===== src/rtl/traffic_pkg.sv =====
// traffic_pkg: shared definitions for the intersection controller.
//   phase_t      - controller phases
//   DEF_*        - default parameter values for the controller
//   timer_width  - width of the shared phase timer for a set of durations
package traffic_pkg;

    typedef enum logic [1:0] {
        ALL_RED,
        GREEN,
        YELLOW,
        FLASH
    } phase_t;

    localparam int DEF_NUM_DIR    = 4;
    localparam int DEF_CLR_T      = 2;
    localparam int DEF_GREEN_T    = 15;
    localparam int DEF_YELLOW_T   = 5;
    localparam int DEF_WALK_T     = 8;
    localparam int DEF_FLASH_HALF = 4;

    // Bits needed to count 0..max(durations); never less than 1.
    function automatic int timer_width(input int clr_t, input int green_t, input int yellow_t);
        int longest;
        longest = clr_t;
        if (green_t > longest) longest = green_t;
        if (yellow_t > longest) longest = yellow_t;
        return (longest < 1) ? 1 : $clog2(longest + 1);
    endfunction

endpackage


===== src/rtl/tl_blink_gen.sv =====
// tl_blink_gen: square-wave generator for the flashing-yellow mode.
//   clk, rst_n - clock, asynchronous active-low reset
//   en         - run the generator; while low it is parked at blink=1, count 0
//   blink      - toggles every FLASH_HALF enabled cycles, starting high
module tl_blink_gen
    import traffic_pkg::*;
#(
    parameter int FLASH_HALF = DEF_FLASH_HALF
) (
    input  logic clk,
    input  logic rst_n,
    input  logic en,
    output logic blink
);

    localparam int CW = (FLASH_HALF > 1) ? $clog2(FLASH_HALF) : 1;
    localparam logic [CW-1:0] LAST = CW'(FLASH_HALF - 1);

    logic [CW-1:0] cnt;

    // NOTE: registers are written with non-blocking assignments so every
    // flop samples the pre-edge value of every other flop.
    always_ff @(posedge clk or negedge rst_n) begin
        if (!rst_n) begin
            cnt   <= '0;
            blink <= 1'b0;
        end else if (!en) begin
            cnt   <= '0;
            blink <= 1'b1;
        end else if (cnt == LAST) begin
            cnt   <= '0;
            blink <= ~blink;
        end else begin
            cnt <= cnt + CW'(1);
        end
    end

endmodule


===== src/rtl/traffic_intersection_ctrl.sv =====
// traffic_intersection_ctrl: round-robin traffic-light controller with
// latched pedestrian requests and a flashing-yellow night mode.
//   clk, rst_n  - clock, asynchronous active-low reset
//   flash_req   - level request for night flashing mode
//   ped_req     - per-approach pedestrian button (one-cycle pulse is enough)
//   red/yellow/green - registered lamp drives, one bit per approach
//   walk        - registered pedestrian walk signal per approach
//   cur_dir     - approach being served, aligned with the lamp outputs
module traffic_intersection_ctrl
    import traffic_pkg::*;
#(
    parameter int NUM_DIR    = DEF_NUM_DIR,
    parameter int CLR_T      = DEF_CLR_T,
    parameter int GREEN_T    = DEF_GREEN_T,
    parameter int YELLOW_T   = DEF_YELLOW_T,
    parameter int WALK_T     = DEF_WALK_T,
    parameter int FLASH_HALF = DEF_FLASH_HALF,
    localparam int DW        = (NUM_DIR > 2) ? $clog2(NUM_DIR) : 1
) (
    input  logic               clk,
    input  logic               rst_n,
    input  logic               flash_req,
    input  logic [NUM_DIR-1:0] ped_req,
    output logic [NUM_DIR-1:0] red,
    output logic [NUM_DIR-1:0] yellow,
    output logic [NUM_DIR-1:0] green,
    output logic [NUM_DIR-1:0] walk,
    output logic [DW-1:0]      cur_dir
);

    localparam int TW = timer_width(CLR_T, GREEN_T, YELLOW_T);

    localparam logic [TW-1:0] CLR_END    = TW'(CLR_T - 1);
    localparam logic [TW-1:0] GREEN_END  = TW'(GREEN_T - 1);
    localparam logic [TW-1:0] YELLOW_END = TW'(YELLOW_T - 1);
    localparam logic [TW-1:0] WALK_LIM   = TW'(WALK_T);
    localparam logic [DW-1:0] LAST_DIR   = DW'(NUM_DIR - 1);

    // Parameter range checks, evaluated at elaboration.
    if (NUM_DIR < 2 || NUM_DIR > 8) begin : g_bad_num_dir
        $error("NUM_DIR must be in 2..8");
    end
    if (CLR_T < 1 || GREEN_T < 1 || YELLOW_T < 1) begin : g_bad_durations
        $error("CLR_T, GREEN_T and YELLOW_T must be at least 1");
    end
    if (WALK_T < 1 || WALK_T > GREEN_T) begin : g_bad_walk
        $error("WALK_T must be in 1..GREEN_T");
    end
    if (FLASH_HALF < 1) begin : g_bad_flash
        $error("FLASH_HALF must be at least 1");
    end

    phase_t             state;
    logic [TW-1:0]      timer;
    logic [DW-1:0]      dir;
    logic [NUM_DIR-1:0] ped_pend;
    logic               walk_grant;   // walk decision taken on entry to this green
    logic               blink;

    logic [NUM_DIR-1:0] dir_mask;
    logic               entry;        // first cycle spent in GREEN
    logic               hit;          // served approach has a request at entry
    logic               walk_now;

    assign dir_mask = NUM_DIR'(1) << dir;
    assign entry    = (state == GREEN) && (timer == '0);
    // A press in the entry cycle itself counts, so it is ORed in directly.
    assign hit      = entry && (|((ped_pend | ped_req) & dir_mask));
    assign walk_now = (entry ? hit : walk_grant) && (timer < WALK_LIM);

    tl_blink_gen #(
        .FLASH_HALF (FLASH_HALF)
    ) u_blink (
        .clk   (clk),
        .rst_n (rst_n),
        .en    (state == FLASH),
        .blink (blink)
    );

    always_ff @(posedge clk or negedge rst_n) begin
        if (!rst_n) begin
            state      <= ALL_RED;
            timer      <= '0;
            dir        <= '0;
            ped_pend   <= '0;
            walk_grant <= 1'b0;
            red        <= '1;
            yellow     <= '0;
            green      <= '0;
            walk       <= '0;
            cur_dir    <= '0;
        end else begin
            // Lamps decode the current (pre-edge) phase, so they trail the
            // phase register by one cycle and never depend on inputs.
            // NOTE: every lamp gets a safe default first and the case below
            // only overrides it; the last non-blocking write wins.
            red     <= '1;
            yellow  <= '0;
            green   <= '0;
            walk    <= '0;
            cur_dir <= dir;
            case (state)
                GREEN: begin
                    red   <= ~dir_mask;
                    green <= dir_mask;
                    if (walk_now) walk <= dir_mask;
                end
                YELLOW: begin
                    red    <= ~dir_mask;
                    yellow <= dir_mask;
                end
                FLASH: begin
                    red    <= '0;
                    yellow <= {NUM_DIR{blink}};
                end
                default: ;
            endcase

            // Requests latch in every phase; only a green entry consumes one.
            ped_pend <= (ped_pend | ped_req) & ~(hit ? dir_mask : '0);
            if (entry) walk_grant <= hit;

            timer <= timer + TW'(1);
            case (state)
                ALL_RED: begin
                    if (timer == CLR_END) begin
                        timer <= '0;
                        state <= flash_req ? FLASH : GREEN;
                    end
                end
                GREEN: begin
                    // A flash request cuts green short but still goes through a full yellow.
                    if (flash_req || timer == GREEN_END) begin
                        timer <= '0;
                        state <= YELLOW;
                    end
                end
                YELLOW: begin
                    if (timer == YELLOW_END) begin
                        timer <= '0;
                        if (flash_req) begin
                            state <= FLASH;
                        end else begin
                            state <= ALL_RED;
                            dir   <= (dir == LAST_DIR) ? '0 : dir + DW'(1);
                        end
                    end
                end
                FLASH: begin
                    if (!flash_req) begin
                        timer <= '0;
                        state <= ALL_RED;
                        dir   <= '0;
                    end
                end
                default: ;
            endcase
        end
    end

endmodule

===== config.mk =====
export PLATFORM = sky130hd
export DESIGN_NAME = traffic_intersection_ctrl
export DESIGN_NICKNAME = d
export VERILOG_FILES = /design/src/rtl/traffic_pkg.sv /design/src/rtl/tl_blink_gen.sv /design/src/rtl/traffic_intersection_ctrl.sv
export SDC_FILE = /design/constraint.sdc
export NUM_CORES = 1
export LEC_CHECK = 0
export BUFFER_PORTS_ARGS = -buffer_cell sky130_fd_sc_hd__buf_2
export CORE_MARGIN = 8
export CORE_UTILIZATION = 56
export DETAILED_ROUTE_END_ITERATION = 7
export PLACE_DENSITY_LB_ADDON = 0.05
export SYNTH_ARGS = -nofsm -noshare
export SYNTH_HDL_FRONTEND = slang
export SYNTH_SLANG_ARGS = --single-unit

===== constraint.sdc =====
create_clock -name clk -period 5.2 [get_ports clk]
set_input_delay 0.52 -clock clk [delete_from_list [all_inputs] [get_ports clk]]
set_output_delay 0.52 -clock clk [all_outputs]
set_load 0.05 [all_outputs]

# [Yosys cells after proc, flatten, opt, wreduce, memory -nomap -nowiden]
# Index checks and enable logic that the tools add are counted.
[totals] inputBits=7 ff_bits=34
[classes] reduce_logical=11 n_bitwise=6 magnitude_cmp=1 addsub=3 shift=1 mux=27 n_eq_ne=14
[ops] cell="2-to-1 mux 4 bit" n=8
[ops] cell="2-to-1 mux 2 bit" n=11
[ops] cell="one-hot mux 4 bit (2 select lines)" n=2
[ops] cell="one-hot mux 4 bit (4 select lines)" n=1
[ops] cell="!= test 2 bit (second input constant)" n=5
[ops] cell="AND 4 bit" n=2
[ops] cell="equality test 2 bit (second input constant)" n=4
[ops] cell="NOT 4 bit" n=2
[ops] cell="one-hot mux 2 bit (4 select lines)" n=1
[ops] cell="AND reduction 4 bit" n=2
[ops] cell="adder 2 x 1 -> 2 bit (second input constant)" n=2
[ops] cell="adder 4 x 1 -> 4 bit (second input constant)" n=1
[ops] cell="equality test 4 x 1 -> 1 bit (second input constant)" n=1
[ops] cell="equality test 4 x 3 -> 1 bit (second input constant)" n=1
[ops] cell="equality test 4 bit (second input constant)" n=1
[ops] cell="logical NOT 4 bit" n=1
[ops] cell="less-than comparator 4 bit (second input constant)" n=1
[ops] cell="bitwise OR 4 bit" n=1
[ops] cell="one-hot mux 2 bit (2 select lines)" n=1
[ops] cell="OR reduction 4 bit" n=1
[ops] cell="<< shifter 1 x 2 -> 4 bit (first input constant)" n=1
[ops] cell="logical AND 1 bit" n=3
[ops] cell="2-to-1 mux 1 bit" n=3
[ops] cell="equality test 2 x 1 -> 1 bit (second input constant)" n=1
[ops] cell="6 further kinds" n=6

# [Logic depth before layout (Yosys ltp)]
# Gate-level depths: netlist of run 1.
[logic_depth] word_depth=8 mapped_depth=7 depth_no_buf=6

# [Cells and area by module]
# From an unflattened synthesis of run 1, not the netlist that was laid out.
[unflattened] cells_unflattened=133 area_unflattened_um2=1536.5
[by_module_without_submodules] module="traffic_intersection_ctrl" cells_each=125 instances=1 area_each_um2=1421.4 seq_area_each_um2=780.7
[by_module_without_submodules] module="tl_blink_gen" cells_each=8 instances=1 area_each_um2=115.1 seq_area_each_um2=75.1

# [Worst setup path after synthesis of run 1]
# OpenSTA, ideal clock, no wires.
[synth_path] path_kind="flip-flop to flip-flop" from="reg state[1]" to="reg walk[0]" path_stages_with_launch=8 slack_ns=3.431 setup_time_ns=0.132 n_path_buf=1 synth_period_minus_slack_ns=1.769 t_required_ns=5.068 arrival_time_ns=1.637 cell_sequence="dfrtp_1 -> inv_1 -> ha_1 -> nor2b_1 -> and3b_1 -> buf_2 -> mux2i_1 -> nor2_1"
[synth_via] elab_chain_cells=7
[synth_lines] element="start: declaration" line_no="traffic_intersection_ctrl.sv:53" source="phase_t state;"
[synth_lines] element="start signal: assignment" line_no="traffic_intersection_ctrl.sv:128" source="state <= flash_req ? FLASH : GREEN;"
[synth_lines] element="equality test 2 x 1 -> 1 bit *" line_no="traffic_intersection_ctrl.sv:66, traffic_intersection_ctrl.sv:102"
[synth_lines] element="logical AND 1 bit" line_no="traffic_intersection_ctrl.sv:66" source="assign entry = (state == GREEN) && (timer == '0);"
[synth_lines] element="logical AND 1 bit" line_no="traffic_intersection_ctrl.sv:68" source="assign hit = entry && (|((ped_pend | ped_req) & dir_mask));"
[synth_lines] element="2-to-1 mux 1 bit"
[synth_lines] element="logical AND 1 bit" line_no="traffic_intersection_ctrl.sv:69" source="assign walk_now = (entry ? hit : walk_grant) && (timer < WALK_LIM);"
[synth_lines] element="2-to-1 mux 4 bit" line_no="traffic_intersection_ctrl.sv:106" source="if (walk_now) walk <= dir_mask;"
[synth_lines] element="2-to-1 mux 4 bit *" line_no="traffic_intersection_ctrl.sv:102" source="case (state)"
[synth_lines] element="end signal: assignment" line_no="traffic_intersection_ctrl.sv:106"
[synth_lines] element="end: declaration" line_no="traffic_intersection_ctrl.sv:27" source="output logic [NUM_DIR-1:0] walk,"
# Mark *: on every way between the ends. The rest lies on a longest branch, timed or not.
# A chain may end at the register's enable or synchronous reset.

# [Worst setup path in the final report of run 1]
[layout_path] from="reg state[1]" to="reg walk[3]"
# The elaborated chain is that of the path after synthesis.

==> results.toml, run 1 <==
[grt]
antenna_found_initial = 0
grt_overflow = 0
grt_pass1_vias = 1076
grt_pass1_wl_mm = 4.692
grt_max_degree = 35
grt_use_total_pct = 13.66

[logic_synthesis]
syn-num-nets = 157
synth_top_area_share_pct = 50.55
yosys_warnings = 0
ys_seq_area_share_pct = 57.62
netlist_area_um2 = 1485
syn-instance-count = 136
ys_seq_elements = 34
synth_cell_type_count = 26
yosys-top-cells-area = "dfrtp_1 51%, ha_1 12%, dfstp_2 7.1%, nand2_1 4.3%, a21oi_1 3.4%"
syn_area_per_cell_um2 = 10.92
yosysTopAreaCell = "dfrtp_1"

[timing]
slew_viol_final = 0
finalSetupViolCount = 0
worst_slew_pin_slew_ns = 0.7101
maxSlewHeadroom_pct = 52.66
setup-tns-final_ns = 0
period_share_pct = 39.00
finalCriticalPeriod_ns = 2.028
skew_ns = 0.006391
hold_viol = 0
clock.fmax_mhz = 493.1
rsz0062_at_grt = "false"

[clocking]
cts_tree = "yes"
clk-insertion-delay-late_ns = 0.33
cts_resized = 0
clock-root-buffer = "clkbuf_4"
numCtsBuffers = 5
clock_path_buffers = 2
post_cts_buffers = 0
htreeDepth = 2
clkTransAtPathRegs_ns = 0.10
cts_hold_buffers = 0
clock_sinks = 34

[power]
leakage_nw = 0.8623
p_int_mw = 0.6069
power_frac_seq_pct = 36.7
netSwitchingPower_mw = 0.4915
power-per-cell-area_nw_per_um2 = 641.2
clkPwrFrac_pct = 15.8
swShare_pct = 44.75
ir_drop_mv = 0.4825
p_comb_share_pct = 47.5
p_total_mw = 1.098

[drt]
drt_iter0_drc = 26
vias = 1009
wirelength_mm = 2.638
drc = 0
first_pass_iters = 6
wl_per_cell_um = 13.46
viasPerCell = 5.148
antenna_left = 0

[critical_path]
crit_path_end_kind = "flip-flop"
critPathMaxFanout = 6
critical_path_class = "flip-flop to flip-flop"
crit_path_start_kind = "flip-flop"
worst_ep_required_time_ns = 5.40
worstPathArrival_ns = 2.23

[placed_design]
dpl.hpwl_mm = 2.025
gp_congestion = 0.8458
portBuffers = 24

[floorplanning]
core_area_um2 = 2500
ioPinCount = 25
die_x_um = 67.50
dieArea_um2 = 4556
die_y_um = 67.50
fp-row-count = 18
initial_utilization_pct = 59.41

[layout]
nNetsFinal = 186
drive_above_1_share_pct = 21.69
syn2layout_area_growth_pct = 15.33
diodes = 0

[flow_run]
maxCapViolCount = 0

[worst_hold_path]
worstHoldPathType = "input port to asynchronous set/reset pin"

[run_status]
status = "completed"
state kept, by name, indices dropped and copies added, names as in the netlist:
name and flops:
u_blink.blink 1, yellow 4, timer 4, state 2, green 4, walk 4
dir 2, walk_grant 1, cur_dir 2, red 4, ped_pend 4, u_blink.cnt 2
power by group through the flow:
stage          clock network, mW  registers, mW  logic, mW
2_1_floorplan                  0          0.549      0.259
3_3_place_gp                   0          0.405      0.508
3_5_place_dp                   0          0.409      0.524
4_1_cts                    0.181          0.404      0.527
5_1_grt                    0.192          0.414      0.582
6_report                   0.174          0.403      0.522
synth_stat cells:
cell type  instances
nand2b_1           1
xnor2_1            2
a21oi_1           10
buf_2              1
o21ai_0            8
dfstp_2            4
nor2_1            11
nand3_1            3
o21bai_1           1
mux2i_1            3
and2_1             7
nor2b_1            2
a221o_1            1
nand4_1            1
and3b_1            1
ha_1              14
o22ai_1            1
clkbuf_1           1
nor3b_1            1
nand4b_1           1
dfrtp_1           30
nand3b_1           1
nor3_1             4
inv_1              9
xor2_1             1
nand2_1           17
worst paths after layout:
path | startpoint | end | slack, ns | depth (start not counted)
setup reg to reg | state[1] | walk[3] | 3.17 | 6
setup / recovery | state[1] | walk[3] | 3.17 | 6
min in group clk | u_blink.cnt[0] | u_blink.cnt[0] | 0.44 | 1
hold reg to reg | u_blink.cnt[0] | u_blink.cnt[0] | 0.44 | 1
hold / removal | rst_n | walk[3] | 0.24 | 1
max in group asynchronous | rst_n | cur_dir[0] | 4.51 | 1
cells in the final DEF, fill, tap and decap left out, types with 4 or more instances in the layout:
cell / count
dfstp_2: 4
clkbuf_4: 5
a21oi_1: 10
and2_1: 7
nand2_1: 17
ha_1: 14
dfrtp_1: 30
o21ai_0: 8
nor2_1: 11
buf_2: 24
inv_1: 9
nor3_1: 4
metrics by stage:
stage / utilization [%] / cell area (µm²) / hold slack [ns] / setup WS, ns / cells
after global placement: 65.37 / 1634 / 0.4148 / 3.319 / 188
after floorplan: - / 1485 / 0.2244 / 3.431 / 136
after detailed placement: 65.37 / 1634 / 0.4270 / 3.193 / 188
final: 68.52 / 1713 / 0.2385 / 3.172 / 196
after global routing: 68.52 / 1713 / 0.2830 / 2.989 / 196
after CTS: 68.52 / 1713 / 0.2456 / 3.159 / 196
layer usage:
metal  part of all wire (%)  track usage (%)
met1                     44            15.31
met5                      0                0
met4                    1.6            6.005
met3                    8.9            6.291
met2                     45            21.89
cell families after synthesis:
family / synth area share [%]
xor+xnor: 1.769
mux: 2.022
flops: 57.62
fa+ha+maj: 11.79
buf+inv: 2.864
compound gates: 7.667
simple gates: 16.26
worst max-delay path, stage by stage, from the launching register on:
cell,delay (ns)
dfrtp_1,0.42
inv_1,0.13
ha_1,0.23
nor2b_1,0.32
and3b_1,0.32
mux2i_1,0.37
nor2_1,0.10
final cells by class:
class	count	area, µm²
Sequential cell	34	855.8
Fill cell	187	787.0
Multi-Input combinational cell	91	586.8
Timing Repair Buffer	24	120.1
Clock buffer	8	78.83
Tap cell	30	37.54
Inverter	9	33.78
Power figures use the tool's default switching activity.
==> run 2: changes to the inputs <==
Settings changed: CORE_UTILIZATION 56 to 54.
Clock period 5.2 ns to 2.1 ns, I/O delays scaled along.
==> results.toml, run 2 (synthesized netlist as in run 1, its figures left out) <==
[critical_path]
slowest_delay_ns = 0.42
crit_path_end_kind = "flip-flop"
worstPathArrival_ns = 2.03
critical_path_class = "flip-flop to flip-flop"
reg2reg_slack_ns = 0.27
cp.depth = 6
r2r_end = "walk[0]"
crit_path_start_kind = "flip-flop"
cp-startpoint = "state[1]"
crit_chain = "inv_1 -> ha_1 -> nor2b_1 -> and3b_1 -> mux2i_1 -> nor2_1"
worst_ep_required_time_ns = 2.30
critPathCapture = "walk[0]"
critical_path.slowest_cell = "dfrtp_1"
crit_family = "simple AND/OR/NAND/NOR gates"
critPathMaxFanout = 6
r2r-start = "state[1]"
ff2ff_path_depth = 6
crit_buf_inv = 1

[drt]
drc = 0
antenna_left = 0
wl_per_cell_um = 13.10
first_pass_iters = 4
wirelength_mm = 2.607
viasPerCell = 5.010
vias = 997
drt_iter0_drc = 39

[layout]
fin_area_um2 = 1730
layout_commonest_cell = "dfrtp_1"
nNetsFinal = 188
layout_common_cells = "30 x dfrtp_1, 24 x buf_2, 17 x nand2_1"
drive_above_1_share_pct = 22.02
syn2layout_area_growth_pct = 16.51
diodes = 0

[timing]
period_share_pct = 87.22
skew_ns = 0.01012
slew_viol_final = 0
finalSetupViolCount = 0
finalCriticalPeriod_ns = 1.832
maxSlewHeadroom_pct = 52.71
worst_slew_pin_slew_ns = 0.7094
hold_viol = 0
rsz0062_at_grt = "false"
clock.fmax_mhz = 546.0
setup-tns-final_ns = 0

[grt]
grt_pass1_wl_mm = 4.409
grt_use_total_pct = 12.77
grt_max_degree = 35
grt_most_used_layer = "met2"
use_met1_pct = 14.67
met2_usage_pct = 20.44
antenna_found_initial = 0
grt_overflow = 0
grt.met3_usage_pct = 3.928
grt_pass1_vias = 1006

[power]
power_frac_seq_pct = 36.4
netSwitchingPower_mw = 1.219
p_int_mw = 1.531
clkPwrFrac_pct = 16.6
ir_drop_mv = 1.077
swShare_pct = 44.32
power-per-cell-area_nw_per_um2 = 1589
leakage_nw = 0.8721
p_comb_share_pct = 47.0
p_total_mw = 2.749

[placed_design]
dpl.hpwl_mm = 1.982
portBuffers = 24
gp_congestion = 0.7996
post_dp_cell_area_um2 = 1643

[floorplanning]
initial_utilization_pct = 55.29
die_y_um = 68.45
core_area_um2 = 2686
ioPinCount = 25
die_x_um = 68.45
fp-row-count = 19
dieArea_um2 = 4685

[run_status]
status = "completed"

[worst_hold_path]
worstHoldPathType = "input port to flip-flop"

[clocking]
clock_sinks = 34
clock-root-buffer = "clkbuf_4"
clk-insertion-delay-late_ns = 0.33
htreeDepth = 2
clkTransAtPathRegs_ns = 0.10
numCtsBuffers = 5
clock_path_buffers = 2
cts_tree = "yes"

[flow_run]
maxCapViolCount = 0
[run 2: final cells by class]
| class | instances | area (µm²) |
|---|---|---|
| clock buffers | 5 | 37.54 |
| clock inverters | 3 | 40.04 |
| multi-input cells | 91 | 586.8 |
| fillers | 222 | 955.9 |
| well taps | 31 | 38.79 |
| inverters | 9 | 33.78 |
| flip-flops and latches | 34 | 855.8 |
| repair buffers | 26 | 137.6 |
[run 2: what timing repair did]
item	in CTS	in global routing
hold buffers	1	0
resized for setup	0	0
endpoints found under the hold margin	30	0
setup buffers	0	0
[run 2: worst min path at each step]
stage | to | from | slack [ns] | cells past startpoint
2_1_floorplan | cur_dir[0] | rst_n | -0.09 | 0
3_3_place_gp | walk_grant | rst_n | 0.29 | 1
3_5_place_dp | walk[0] | rst_n | 0.31 | 1
4_1_cts | ped_pend[0] | ped_req[0] | 0.15 | 3
5_1_grt | ped_pend[1] | ped_req[1] | 0.15 | 3
6_report | ped_pend[3] | ped_req[3] | 0.15 | 3
[run 2: worst min-delay path, cell delays in order]
cell and delay [ns]:
buf_2 0.09, nor2_1 0.04, a21oi_1 0.11
[run 2: stage by stage]
| step | utilization [%] | instances | setup slack, ns | hold WS (ns) |
|---|---|---|---|---|
| 2_1_floorplan | - | 136 | 0.3308 | -0.08559 |
| 3_3_place_gp | 61.16 | 190 | 0.3354 | 0.2888 |
| 3_5_place_dp | 61.16 | 190 | 0.2761 | 0.3083 |
| 4_1_cts | 64.42 | 199 | 0.2432 | 0.1457 |
| 5_1_grt | 64.42 | 199 | 0.09362 | 0.1464 |
| 6_report | 64.42 | 199 | 0.2685 | 0.1515 |
[run 2: layer usage]
metal	up-vias	part of all wire (%)
met5	-	0
met4	0	1.1
met3	4	9.2
met2	26	46
met1	456	44
li1	511	-
[run 2: power by group through the flow]
stage               combinational, mW  clock [mW]  sequential (mW)
floorplan                       0.641           0             1.36
global placement                 1.27           0             1.00
detailed placement               1.30           0             1.02
CTS                              1.31       0.471             1.00
global route                     1.43       0.504             1.03
finish                           1.29       0.458             1.00
